### src/rtl/instr_fetch_queue.sv
// Instruction fetch queue: generates sequential PCs, fetches instruction
// words over a req/ack handshake and buffers {pc, icode} pairs in a
// circular FIFO whose head is presented show-ahead to dispatch.
// A dispatch jump flushes the queue and redirects fetch.
// Optional build macro IFQ_BYPASS_EN: when the queue is empty, an accepted
// response is presented at the head in the same cycle it arrives.
module instr_fetch_queue #(
  parameter int          DEPTH    = 8,
  parameter logic [31:0] RESET_PC = 32'h0040_0000
) (
  input  logic        clk,
  input  logic        rst,
  output logic        imem_req,
  output logic [31:0] imem_addr,
  input  logic        imem_ack,
  input  logic [31:0] imem_rdata,
  output logic [31:0] ifq_pc,
  output logic [31:0] ifq_icode,
  output logic        ifq_empty,
  input  logic        dpch_rd,
  input  logic        dpch_jmp,
  input  logic [31:0] dpch_jmp_br_addr
);

  localparam int AW = $clog2(DEPTH);
  localparam logic [AW:0]   LP_FULL    = (AW+1)'(DEPTH);
  localparam logic [AW:0]   LP_CNT_ONE = (AW+1)'(1);
  localparam logic [AW-1:0] LP_PTR_ONE = AW'(1);

  typedef enum logic [1:0] {
    ST_IDLE,
    ST_REQ,
    ST_DRAIN
  } state_t;

  state_t      r_state;
  logic        r_imem_req;
  logic [31:0] r_req_addr;
  logic [31:0] r_fetch_pc;

  logic [31:0] r_pc_mem [DEPTH];
  logic [31:0] r_ic_mem [DEPTH];
  logic [AW-1:0] r_wr_ptr;
  logic [AW-1:0] r_rd_ptr;
  logic [AW:0]   r_count;

  logic        w_ack_ok;
  logic        w_pop;
  logic        w_push;
  logic        w_byp_vld;
  logic        w_byp_take;
  logic        w_empty_q;
  logic [AW:0] w_count_nxt;

  assign imem_req  = r_imem_req;
  assign imem_addr = r_req_addr;

  // Push/pop qualification and next occupancy; a jump suppresses both
  always_comb begin
    w_empty_q = (r_count == '0);
    w_ack_ok  = (r_state == ST_REQ) && imem_ack && !dpch_jmp;
    w_pop     = dpch_rd && !w_empty_q && !dpch_jmp;
`ifdef IFQ_BYPASS_EN
    w_byp_vld  = w_empty_q && w_ack_ok;
    w_byp_take = w_byp_vld && dpch_rd;
`else
    w_byp_vld  = 1'b0;
    w_byp_take = 1'b0;
`endif
    // A bypassed response consumed in its arrival cycle is never written
    w_push = w_ack_ok && !w_byp_take;
    unique case ({w_push, w_pop})
      2'b10:   w_count_nxt = r_count + LP_CNT_ONE;
      2'b01:   w_count_nxt = r_count - LP_CNT_ONE;
      default: w_count_nxt = r_count;
    endcase
  end

  // Show-ahead head presentation, zero when nothing is valid
  always_comb begin
    ifq_empty = w_empty_q && !w_byp_vld;
    ifq_pc    = '0;
    ifq_icode = '0;
    if (w_byp_vld) begin
      ifq_pc    = r_req_addr;
      ifq_icode = imem_rdata;
    end else if (!w_empty_q) begin
      ifq_pc    = r_pc_mem[r_rd_ptr];
      ifq_icode = r_ic_mem[r_rd_ptr];
    end
  end

  // Entry storage; no reset needed since occupancy gates visibility
  always_ff @(posedge clk) begin
    if (!rst && w_push) begin
      r_pc_mem[r_wr_ptr] <= r_req_addr;
      r_ic_mem[r_wr_ptr] <= imem_rdata;
    end
  end

  // Pointer and occupancy tracking; reset and jump both empty the queue
  always_ff @(posedge clk) begin
    if (rst || dpch_jmp) begin
      r_wr_ptr <= '0;
      r_rd_ptr <= '0;
      r_count  <= '0;
    end else begin
      if (w_push) r_wr_ptr <= r_wr_ptr + LP_PTR_ONE;
      if (w_pop)  r_rd_ptr <= r_rd_ptr + LP_PTR_ONE;
      r_count <= w_count_nxt;
    end
  end

  // Fetch FSM with registered request; a jump pending on an issued request drains it
  always_ff @(posedge clk) begin
    if (rst) begin
      r_state    <= ST_IDLE;
      r_imem_req <= 1'b0;
      r_req_addr <= RESET_PC;
      r_fetch_pc <= RESET_PC;
    end else if (dpch_jmp) begin
      r_fetch_pc <= dpch_jmp_br_addr;
      unique case (r_state)
        ST_REQ, ST_DRAIN: begin
          if (imem_ack) begin
            r_state    <= ST_IDLE;
            r_imem_req <= 1'b0;
          end else begin
            r_state    <= ST_DRAIN;
            r_imem_req <= 1'b1;
          end
        end
        default: begin
          r_state    <= ST_IDLE;
          r_imem_req <= 1'b0;
        end
      endcase
    end else begin
      unique case (r_state)
        ST_IDLE: begin
          if ((r_count < LP_FULL) || w_pop) begin
            r_req_addr <= r_fetch_pc;
            r_state    <= ST_REQ;
            r_imem_req <= 1'b1;
          end
        end
        ST_REQ: begin
          if (imem_ack) begin
            r_fetch_pc <= r_req_addr + 32'd4;
            if (w_count_nxt < LP_FULL) begin
              r_req_addr <= r_req_addr + 32'd4;
            end else begin
              r_state    <= ST_IDLE;
              r_imem_req <= 1'b0;
            end
          end
        end
        ST_DRAIN: begin
          if (imem_ack) begin
            r_state    <= ST_IDLE;
            r_imem_req <= 1'b0;
          end
        end
        default: begin
          r_state    <= ST_IDLE;
          r_imem_req <= 1'b0;
        end
      endcase
    end
  end

endmodule

### config.mk
export PLATFORM = sky130hd
export DESIGN_NAME = instr_fetch_queue
export DESIGN_NICKNAME = d
export VERILOG_FILES = /design/src/rtl/instr_fetch_queue.sv
export SDC_FILE = /design/constraint.sdc
export NUM_CORES = 1
export LEC_CHECK = 0
export ABC_AREA = 1
export CORE_MARGIN = 4
export CORE_UTILIZATION = 45
export CTS_CLUSTER_DIAMETER = 200
export DETAILED_ROUTE_END_ITERATION = 12
export GPL_TIMING_DRIVEN = 0
export PLACE_DENSITY_LB_ADDON = 0.3
export SYNTH_ARGS = -nofsm -noshare
export SYNTH_HDL_FRONTEND = slang
export SYNTH_SLANG_ARGS = --single-unit
### constraint.sdc
create_clock -name clk -period 6.6 [get_ports clk]
set_input_delay 1.32 -clock clk [delete_from_list [all_inputs] [get_ports clk]]
set_output_delay 1.32 -clock clk [all_outputs]
set_load 0.03 [all_outputs]
==> impl_results.md, run 1 <==
- Vias in the first global route: 17300
- Worst path required time: 5.28 ns
- Syn_nets: between 2000 and 2500
- Core Region: 53700 um2
- Slew @ Worst Pin: 1.02 ns
- WL per Instance: 20.1 um
- Slew headroom: between 30% and 40%
- WL final: 64.9 mm
- Bufs on Longest Clock Path: 3
- Worst-path clk slew: 0.06 ns
- Setup Total Neg Slack: 0 ns
- Commonest cells post-synth: 512 x edfxtp_1, 494 x nor2_1, 334 x o21ai_0
- Pin count of the biggest net entering global routing: 32
- Switch Pwr: 1780 uW
- Ys async rst share: 0%
- VDD IR max: approximately 0.22 mV
- Combinational Power Share: 5.8%
- WS Path Type: reg -> out
- GRT Util Overall: between 20% and 30%
- First-pass GRT wire length: between 90 and 100 mm
- Clock Sinks: a little under 600
- Antenna Violating Nets Remaining: 0
- Drt via density: 5.42
- Number of I/O pins: 167
- Cell variety after synth: 38
- Root Driver: clkbuf_16
- Pwr per Cell Area: 270 nW/um2
- Sequential share of power: 53.7%
- Synthesized flop and latch total: 592
- Sw Share: roughly 22%
- Clock power share: 40.6%
- Placement Rows: 85
- Buffers on Ports: roughly 170
- Die width: 241 um
- Dominant cell by count in the synthesized netlist: edfxtp_1
- Startpoint Class: flop
- Synth Instances: 2220
- Share of post-route cells with drive strength above 1: 7.67%
- Drt initial violations: approximately 1800
- H-tree depth: 2
- Placed cells: 3112
- Nets: 2557
- Max_cap viols: 0
- Synth area leaders: edfxtp_1 63%, nor2_1 7.6%, o21ai_0 6.9%
- Die height: 241 um
- Area leader, netlist: edfxtp_1
- Die area: 58000 um2
- Final hold violations: 0
- Detailed Place HPWL: about 45 mm
- DR vias: approximately 17000
- RSZ-0062 raised after global routing: false
- Final setup vio count: 0
- Mapped cell area: 24400 um2
- DRT Pass-1 Iters: 5
- Outcome: completed
- Fin cells: ~3200
- Initial antenna violation count: 0
- Share of the synthesized area in the top cell type: 63.0%
- Final period util: 79.6%
- Clk_lat worst skew: between 0.6 and 0.7 ns
- EDFF count, synth: between 500 and 600
- Critical Path AT: 3.93 ns
- Inserted Clock Buffers: 60
- Hold Crit Class: reg -> reg
- Grt total ovfl: 0
- Worst reg-to-reg setup slack: 3.49 ns
- PostCTS Resize Cnt: 0
- Register area share after synthesis: 69.6%
- Setup Fix Bufs, Post-CTS: 0
- Final slew viol count: 0
- Fin Clk Skew: around 0.019 ns
- Post-layout min period: 5.25 ns
- Hold_buf cts: 0
- Remaining DRCs: 0
- Synth Flop Type: edfxtp_1
- Maximum operating frequency: 190 MHz
- CTS tree: done
- Avg Inst Size Synth: 11.0 um2
- Starting Density: 45.4%
- Layout area overhead: 20.2%
- Crit Path Max Fanout: 10
- Routability cong.: 0.920
- Int Power: 6140 uW
- Critical Path End Type: output port
- Leak: 0.0101 uW
- Yosys warning total: 0
area by class of cell:
class | instances | area, um2
diodes | 1 | 2.50
plain buffers | 135 | 591
clock buffers | 78 | 1610
clock inverters | 35 | 249
fillers | 4592 | 24400
inverters | 65 | 244
multi-input cells | 1428 | 6640
flip-flops and latches | 592 | 17000
well taps | 696 | 871
repair buffers | 196 | 2150
final timing paths:
| check | depth (start not counted) | to | from |
|---|---|---|---|
| worst max-delay path | 6 | ifq_pc[12] | flop |
| worst min-delay path | 2 | r_fetch_pc[22] | r_fetch_pc[22] |
| worst max register to register | 11 | r_ic_mem[1][25] | r_state[1] |
| worst min register to register | 2 | r_fetch_pc[22] | r_fetch_pc[22] |
metrics by stage:
stage	utilization, %	setup slack [ns]	hold WS (ns)	instance area [um2]	total power (uW)
finish	54.6	1.35	0.483	29300	7910
detailed placement	51.1	2.05	0.460	27500	4780
global route	54.6	1.25	0.496	29300	8190
global placement	50.1	-4.20	0.454	26900	4770
CTS	54.6	1.38	0.476	29300	7970
floorplan	-	-0.192	0.433	24400	4530
routing by layer:
layer / global-route usage (%) / up-vias / part of all wire [%]
met3: 3.62 / 102 / 7.5
li1: - / 8371 / -
met1: 30.5 / 8317 / 43
met2: 36.7 / 695 / 47
met4: 6.61 / 0 / 2.5
met5: 0 / - / 0
registers in the layout, summed over array words and instances, names as in the netlist, named ones only:
name and flops:
r_count 4, r_state 2, r_wr_ptr 3, r_pc_mem 256
imem_addr 32, imem_req 1, r_rd_ptr 3, r_ic_mem 256
r_fetch_pc 32
layout by cell type (no fill, tap or decap), types with 7 or more instances in the layout:
cell type | synthesis | routed
clkdlybuf4s50_1 | 0 | 165
dfxtp_1 | 80 | 80
o22ai_1 | 64 | 64
clkinv_1 | 0 | 11
buf_6 | 4 | 15
ha_1 | 10 | 10
nand2_1 | 307 | 307
xor2_1 | 11 | 11
clkbuf_1 | 81 | 96
nand3_1 | 51 | 51
buf_1 | 15 | 15
inv_1 | 56 | 56
nor2_1 | 494 | 490
buf_2 | 31 | 31
clkbuf_16 | 0 | 61
a31oi_1 | 92 | 92
nor2_2 | 7 | 7
o21ai_0 | 334 | 334
buf_12 | 0 | 7
a21oi_1 | 19 | 19
edfxtp_1 | 512 | 512
clkinv_2 | 0 | 16
inv_2 | 9 | 9
buf_8 | 0 | 7
cell families (layout without fill, tap and decap cells):
family,after synthesis,after routing,synth area share [%]
adders and majority gates,10,10,0.513
muxes,4,4,0.164
AOI/OAI and AO/OA,516,516,11.4
xor gates and xnor gates,14,14,0.503
DFF,592,592,69.6
other,0,1,0
and+or+nand+nor,884,884,14.4
buffers and inverters,200,509,3.42
power groups by stage:
stage / Clock, uW / Sequential, uW / Combinational [uW]
global route: 3440 / 4250 / 500
finish: 3210 / 4250 / 456
floorplan: 0 / 4310 / 213
CTS: 3270 / 4250 / 457
global placement: 0 / 4320 / 449
detailed placement: 0 / 4320 / 455
critical path: stages, from the launching register on:
cell             delay, ns
dfxtp_1               0.43
inv_2                 0.13
clkbuf_1              0.77
clkbuf_1              0.55
o21ai_0               0.21
a31oi_1               0.45
clkdlybuf4s50_1       0.78
(Power assumes the default switching activity.)
==> run 2: changes to the inputs <==
==> constraint.sdc (replaced) <==
create_clock -name clk -period 5.45 [get_ports clk]
set_input_delay 1.09 -clock clk [delete_from_list [all_inputs] [get_ports clk]]
set_output_delay 1.09 -clock clk [all_outputs]
set_load 0.03 [all_outputs]
==> results of run 2 <==
Same layout as run 1 (identical final DEF). Status: completed.
Main changes from that run: setup slack after placement 2.05 ns -> 1.13 ns; setup slack after layout 1.35 ns -> 0.430 ns; register-to-register setup slack 3.49 ns -> 2.34 ns; total power 7910 uW -> 9580 uW; worst IR drop on VDD 0.220 mV -> 0.266 mV
==> run 3: changes to the inputs <==
--- a/config.mk
+++ b/config.mk
@@ -11,6 +11,7 @@
 export CTS_CLUSTER_DIAMETER = 200
 export DETAILED_ROUTE_END_ITERATION = 12
 export GPL_TIMING_DRIVEN = 0
+export MAX_ROUTING_LAYER = met4
 export PLACE_DENSITY_LB_ADDON = 0.3
 export SYNTH_ARGS = -nofsm -noshare
 export SYNTH_HDL_FRONTEND = slang
==> run 3 against run 2 <==
  * Clock power increased by 8.5%
  * Register-to-register slack improved by 0.08 ns
  * Setup slack improved by 0.019 ns
  * Sequential cell count unchanged
  * Via count increased by 0.76%
  * Utilization increased by 0.26 points
  * Critical path depth unchanged
==> impl_results.md, run 3 (synthesized netlist as in run 1, its figures left out) <==
- Outcome: completed
- Slew @ Worst Pin: 1.02 ns (+0.00331 ns)
- Hold Crit Class: reg -> reg
- VDD IR max: 0.282 mV
- Area occupied by multi-input gates: 6640 um2 (unchanged)
- Leak: 0.0101 uW (+0.67%)
- Clk_lat worst skew: 0.64 ns (+0.02 ns)
- Die area: 58000 um2 (unchanged)
- Sw Share: 22.5%
- Routability cong.: 0.938 (+2.0%)
- Slew headroom: 32.0% (-0.22 points)
- Starting Density: 45.4% (unchanged)
- Critical Path End Type: output port
- Final setup vio count: 0 (unchanged)
- DRT Pass-1 Iters: 6 (+1)
- Max_cap viols: 0 (unchanged)
- WHS Path Cells: 2 (unchanged)
- PostCTS Resize Cnt: 0 (unchanged)
- Placement Rows: 85 (unchanged)
- Worst-path clk slew: 0.06 ns (about the same)
- Post-route cell area: 29500 um2 (+0.47%)
- Layout area overhead: 20.8%
- Post-layout min period: between 5 and 6 ns
- CTS tree: done
- Drt via density: 5.47 (+0.85%)
- Design Power: 9910 uW
- Most frequent cells in the layout: 512 x edfxtp_1, 490 x nor2_1, 334 x o21ai_0, 307 x nand2_1, 165 x clkdlybuf4s50_1
- Crit Path Max Fanout: 10 (unchanged)
- Detailed Place HPWL: 44.6 mm (-0.20%)
- Maximum operating frequency: 200 MHz
- Startpoint Class: flop
- Share of post-route cells with drive strength above 1: 7.91% (+0.24 points)
- Vias in the first global route: 17500 (+1.2%)
- Final hold violations: 0 (unchanged)
- Min Hold Slack: 0.473 ns (-0.0102 ns)
- Commonest non-fill, non-tap cell in the layout: edfxtp_1
- Drt initial violations: 1721 (-4.9%)
- Combinational Power Share: 5.6% (-0.2 points)
- GRT Util Overall: 23.1% (+0.93 points)
- Remaining DRCs: 0 (unchanged)
- Antenna Violating Nets Remaining: 0 (unchanged)
- Largest registers: r_ic_mem (256), r_pc_mem (256)
- Pin count of the biggest net entering global routing: 29 (-9.4%)
- Grt total ovfl: 0 (unchanged)
- WS Path Type: reg -> out
- Final slew viol count: 0 (unchanged)
- Sequential share of power: 51.9% (-1.8 points)
- Ant. Diodes: 0 (-1)
- DR vias: 17600 (+0.76%)
- H-tree depth: 2 (unchanged)
- Clock power share: 42.5% (+1.9 points)
- Path depth of the worst reg2reg path: 19 (+8)
- WL final: 65.6 mm (+1.0%)
- DP Area: 27500 um2 (about the same)
- Fin Clk Skew: 0.0254 ns (+0.00645 ns)
- FF/Latch Area: 17000 um2 (unchanged)
- Bufs on Longest Clock Path: 3 (unchanged)
- Critical Path AT: 3.91 ns (-0.02 ns)
- RSZ-0062 raised after global routing: false
- First-pass GRT wire length: 100 mm (+0.74%)
- Switch Pwr: 2230 uW
- Pwr per Cell Area: 336 nW/um2
- Setup Fix Bufs, Post-CTS: 0 (unchanged)
- WL per Instance: 20.4 um (+1.1%)
- Initial antenna violation count: 0 (unchanged)
- Hold_buf cts: 0 (unchanged)
- Nets: 2556 (-0.039%)
- Root Driver: clkbuf_16
- Core Region: 53700 um2 (unchanged)
- Inserted Clock Buffers: 59 (-1.7%)
- Final period util: 91.8%
- Fill cells: 4544 (-1.0%)
- Number of I/O pins: 167 (unchanged)
- Buffers on Ports: 165 (unchanged)
- Int Power: 7680 uW
- Die width: 241 um (unchanged)
- Die height: 241 um (unchanged)
- Worst path required time: 4.36 ns
- Clock Sinks: 592 (unchanged)
run 3: stage by stage:
step	setup TNS (ns)	setup WS, ns	util, %	instances
after floorplan	-213.53	-1.11	-	2220
after global placement	-1499.67	-5.11	50.1	3081
after detailed placement	0	1.19	51.1	3112
after CTS	0	0.491	54.9	3223
after global routing	0	0.383	54.9	3223
final	0	0.449	54.9	3223
run 3: critical path, stage by stage, from the launching register on:
cell and delay [ns]:
dfxtp_1 0.43, inv_2 0.13, clkbuf_1 0.77, clkbuf_1 0.51
o21ai_0 0.20, a31oi_1 0.45, clkdlybuf4s50_1 0.77
run 3: path summary, 6_finish.rpt:
check                    to            from  slack (ns)
max              ifq_pc[12]            flop        0.45
min          r_fetch_pc[22]  r_fetch_pc[22]        0.47
max reg2reg   imem_addr[22]      r_count[3]        2.42
min reg2reg  r_fetch_pc[22]  r_fetch_pc[22]        0.47
run 3: cell type report:
type | instances | share of cell area (%)
Buffer | 135 | 2.00
Clock buffer | 69 | 5.28
Clock inverter | 42 | 1.56
Inverter | 65 | 0.828
Multi-Input combinational cell | 1428 | 22.5
Sequential cell | 592 | 57.6
Tap cell | 696 | 2.95
Timing Repair Buffer | 196 | 7.23
run 3: routing by layer:
metal  vias up  global-route usage [%]  wire length [um]
li1       8368                       -                 -
met1      8413                    31.1             28300
met2       707                    36.9             31100
met3       130                    3.49              4430
met4         0                    6.61              1720
met5         -                       -                 0
run 3: power by group through the flow:
stage | combinational, uW | clock, uW | sequential, uW
after floorplan | 258 | 0 | 5220
after global placement | 543 | 0 | 5230
after detailed placement | 551 | 0 | 5240
after CTS | 554 | 4270 | 5140
after global routing | 606 | 4470 | 5150
final | 555 | 4220 | 5140
==> RTL edit: new RTL, config.mk and constraints of run 2 <==
Build with the macro `IFQ_BYPASS_EN` defined.
--- a/src/rtl/instr_fetch_queue.sv
+++ b/src/rtl/instr_fetch_queue.sv
@@ -6,2 +6,4 @@
 // response is presented at the head in the same cycle it arrives.
+`define IFQ_BYPASS_EN
+
 module instr_fetch_queue #(
Check against the original RTL: not equivalent (a bounded check fails within 4 cycles, from zero or initial values and one cycle with rst high).
==> RTL edit against run 2 <==
Via count is 5.1% higher. Synthesized cell count fell by 1.5%. Synthesized area increased by 2.4%. Total power increased by 0.22%. Count of clock-buffer cells in the layout increased by 1. Largest power group unchanged. Core utilization down 0.17 points. Worst setup slack lost 230 ps. Critical path depth increased by 1. Final area is 2.1% higher. Critical path type is now in2out. Sequential share of layout area down 1.2 points. Sequential cell count unchanged. Wire length increased by 13%.
==> RTL edit: results (changes against run 2) <==
\begin{tabular}{lr}
\hline
Metric & Value \\
\hline
\multicolumn{2}{l}{\textbf{Final layout}} \\
\quad Diodes inserted & 0 (-1) \\
\quad Fill cell instance count of the final layout & 4,601 (+0.20\%) \\
\quad Count of nets after finishing & 2,526 (-1.2\%) \\
\quad Post-layout instance count excluding filler cells & 3,243 (+0.53\%) \\
\quad Share of final-layout standard cells stronger than drive strength 1 & 0.07295 (-0.003764) \\
\multicolumn{2}{l}{\textbf{Worst setup path}} \\
\quad Slowest cell on crit path & sky130\_fd\_sc\_hd\_\_clkdlybuf4s50\_1 \\
\multicolumn{2}{l}{\textbf{Logic synthesis}} \\
\quad Nets in the synthesized netlist & 2,266 (-1.4\%) \\
\quad Top post-synthesis cells by area & sky130\_fd\_sc\_hd\_\_edfxtp\_1 (62\%), sky130\_fd\_sc\_hd\_\_dfxtp\_1 (6.4\%), sky130\_fd\_sc\_hd\_\_nor2\_1 (5.7\%) \\
\quad Sequential area share after synthesis & 0.6796 (-0.01624) \\
\quad Yosys synthesis warning count & 0 (unchanged) \\
\quad Number of cells produced by synthesis & 2,187 (-1.5\%) \\
\quad Commonest cells in the synthesized netlist & sky130\_fd\_sc\_hd\_\_edfxtp\_1 (512), sky130\_fd\_sc\_hd\_\_nor2\_1 (378), sky130\_fd\_sc\_hd\_\_nand2\_1 (297) \\
\quad Cell variety after synth & 43 (+13\%) \\
\multicolumn{2}{l}{\textbf{Clocking}} \\
\quad Maximum buffer depth of the clock tree & 3 (unchanged) \\
\quad Quantity of gates resized following cts & 0 (unchanged) \\
\quad Cts bufs inserted & 58 (-3.3\%) \\
\quad H-Tree Depth & 2 (unchanged) \\
\multicolumn{2}{l}{\textbf{Place}} \\
\quad Final weighted congestion of routability-driven global placement & 0.9287 (+0.97\%) \\
\quad Placement Cell Area & 0.02812 mm\^{}2 (+2.4\%) \\
\quad Count of buffers from port buffering & 164 (-0.61\%) \\
\quad Dpl hpwl & 51,170 um (+14\%) \\
\quad Post-place setup slack & 114.9 ps (-1019 ps) \\
\multicolumn{2}{l}{\textbf{Routing}} \\
\quad Initial DRC Count & 1,938 (+7.1\%) \\
\quad Drt via density & 5.664 (+4.5\%) \\
\quad Routed wirelength normalized by instance count & 22.71 um (+13\%) \\
\multicolumn{2}{l}{\textbf{Power}} \\
\quad Max VDD drop & 231.9 uV (-13\%) \\
\quad Leakage power figure & 9.948 nW (-1.3\%) \\
\multicolumn{2}{l}{\textbf{Global routing}} \\
\quad Pin count of the biggest net entering global routing & 29 (-9.4\%) \\
\quad Number of global-route vias before repair & 18,030 (+4.3\%) \\
\quad First-pass GRT wire length & 110,800 um (+11\%) \\
\quad Global router's overall resource usage & 0.2432 (+0.02178) \\
\quad Initial antenna violation count & 3 (+3) \\
\multicolumn{2}{l}{\textbf{Run status}} \\
\quad Result of the run & finished, final reports clean \\
\multicolumn{2}{l}{\textbf{Timing}} \\
\quad Slew of the pin with the lowest slew margin & 963.7 ps (-53.63 ps) \\
\quad Final clock skew & 15.45 ps (-3.517 ps) \\
\hline
\end{tabular}
[RTL edit: worst paths after layout]
kind | slack, ps | endpoint | start | cells past startpoint
worst max-delay path | 200 | ifq_pc[20] | imem_ack | 7
worst min-delay path | 470 | flip-flop | r_rd_ptr[2]$_SDFFE_PP0P_ | 2
worst max register to register | 1550 | r_pc_mem[6][9]$_DFFE_PP_ | r_state[1]$_SDFFE_PP0P_ | 14
worst min register to register | 470 | flip-flop | r_rd_ptr[2]$_SDFFE_PP0P_ | 2
[RTL edit: kinds of logic after synthesis]
| group | after synthesis | synth area share |
|---|---|---|
| buffers and inverters | 237 | 0.04202 |
| AOI/OAI and AO/OA | 463 | 0.1108 |
| muxes | 72 | 0.02885 |
| xor gates and xnor gates | 7 | 0.002454 |
| and+or+nand+nor | 806 | 0.1309 |
| adders and majority gates | 10 | 0.005309 |
| DFF | 592 | 0.6796 |
[RTL edit: layer usage]
metal / track usage / wire [um] / vias up
li1: - / - / 8405
met1: 0.3358 / 30850 / 8977
met2: 0.3861 / 33880 / 846
met3: 0.04303 / 6004 / 137
met4: 0.09654 / 2884 / 4
met5: 0 / 28 / -
[RTL edit: cell type report]
type	count	area, um^2	share of cell area
Timing Repair Buffer	200	2151	0.07184
Tap cell	748	935.9	0.03126
Multi-Input combinational cell	1358	7013	0.2342
Buffer	133	656.9	0.02194
Clock buffer	79	1582	0.05283
Inverter	104	392.9	0.01312
Sequential cell	592	16980	0.5670
Clock inverter	29	231.5	0.007732
[RTL edit: worst register-to-register path, stage by stage (launching register included)]
cell,delay [ps]
sky130_fd_sc_hd__dfxtp_1,320
sky130_fd_sc_hd__inv_1,80
sky130_fd_sc_hd__ha_1,150
sky130_fd_sc_hd__buf_2,200
sky130_fd_sc_hd__nand2_1,100
sky130_fd_sc_hd__nor2_2,340
sky130_fd_sc_hd__o21ai_1,290
sky130_fd_sc_hd__inv_1,180
sky130_fd_sc_hd__nand2_1,200
sky130_fd_sc_hd__nor3_2,760
sky130_fd_sc_hd__buf_6,270
sky130_fd_sc_hd__buf_6,190
sky130_fd_sc_hd__buf_8,180
sky130_fd_sc_hd__buf_8,160
sky130_fd_sc_hd__buf_6,160
[RTL edit: report_power, final]
group	leakage [nW]	total (mW)	internal (mW)	switching, mW
clock	0.870	3.85	2.17	1.68
sequential	5.31	5.14	5.00	0.139
combinational	3.77	0.610	0.213	0.398
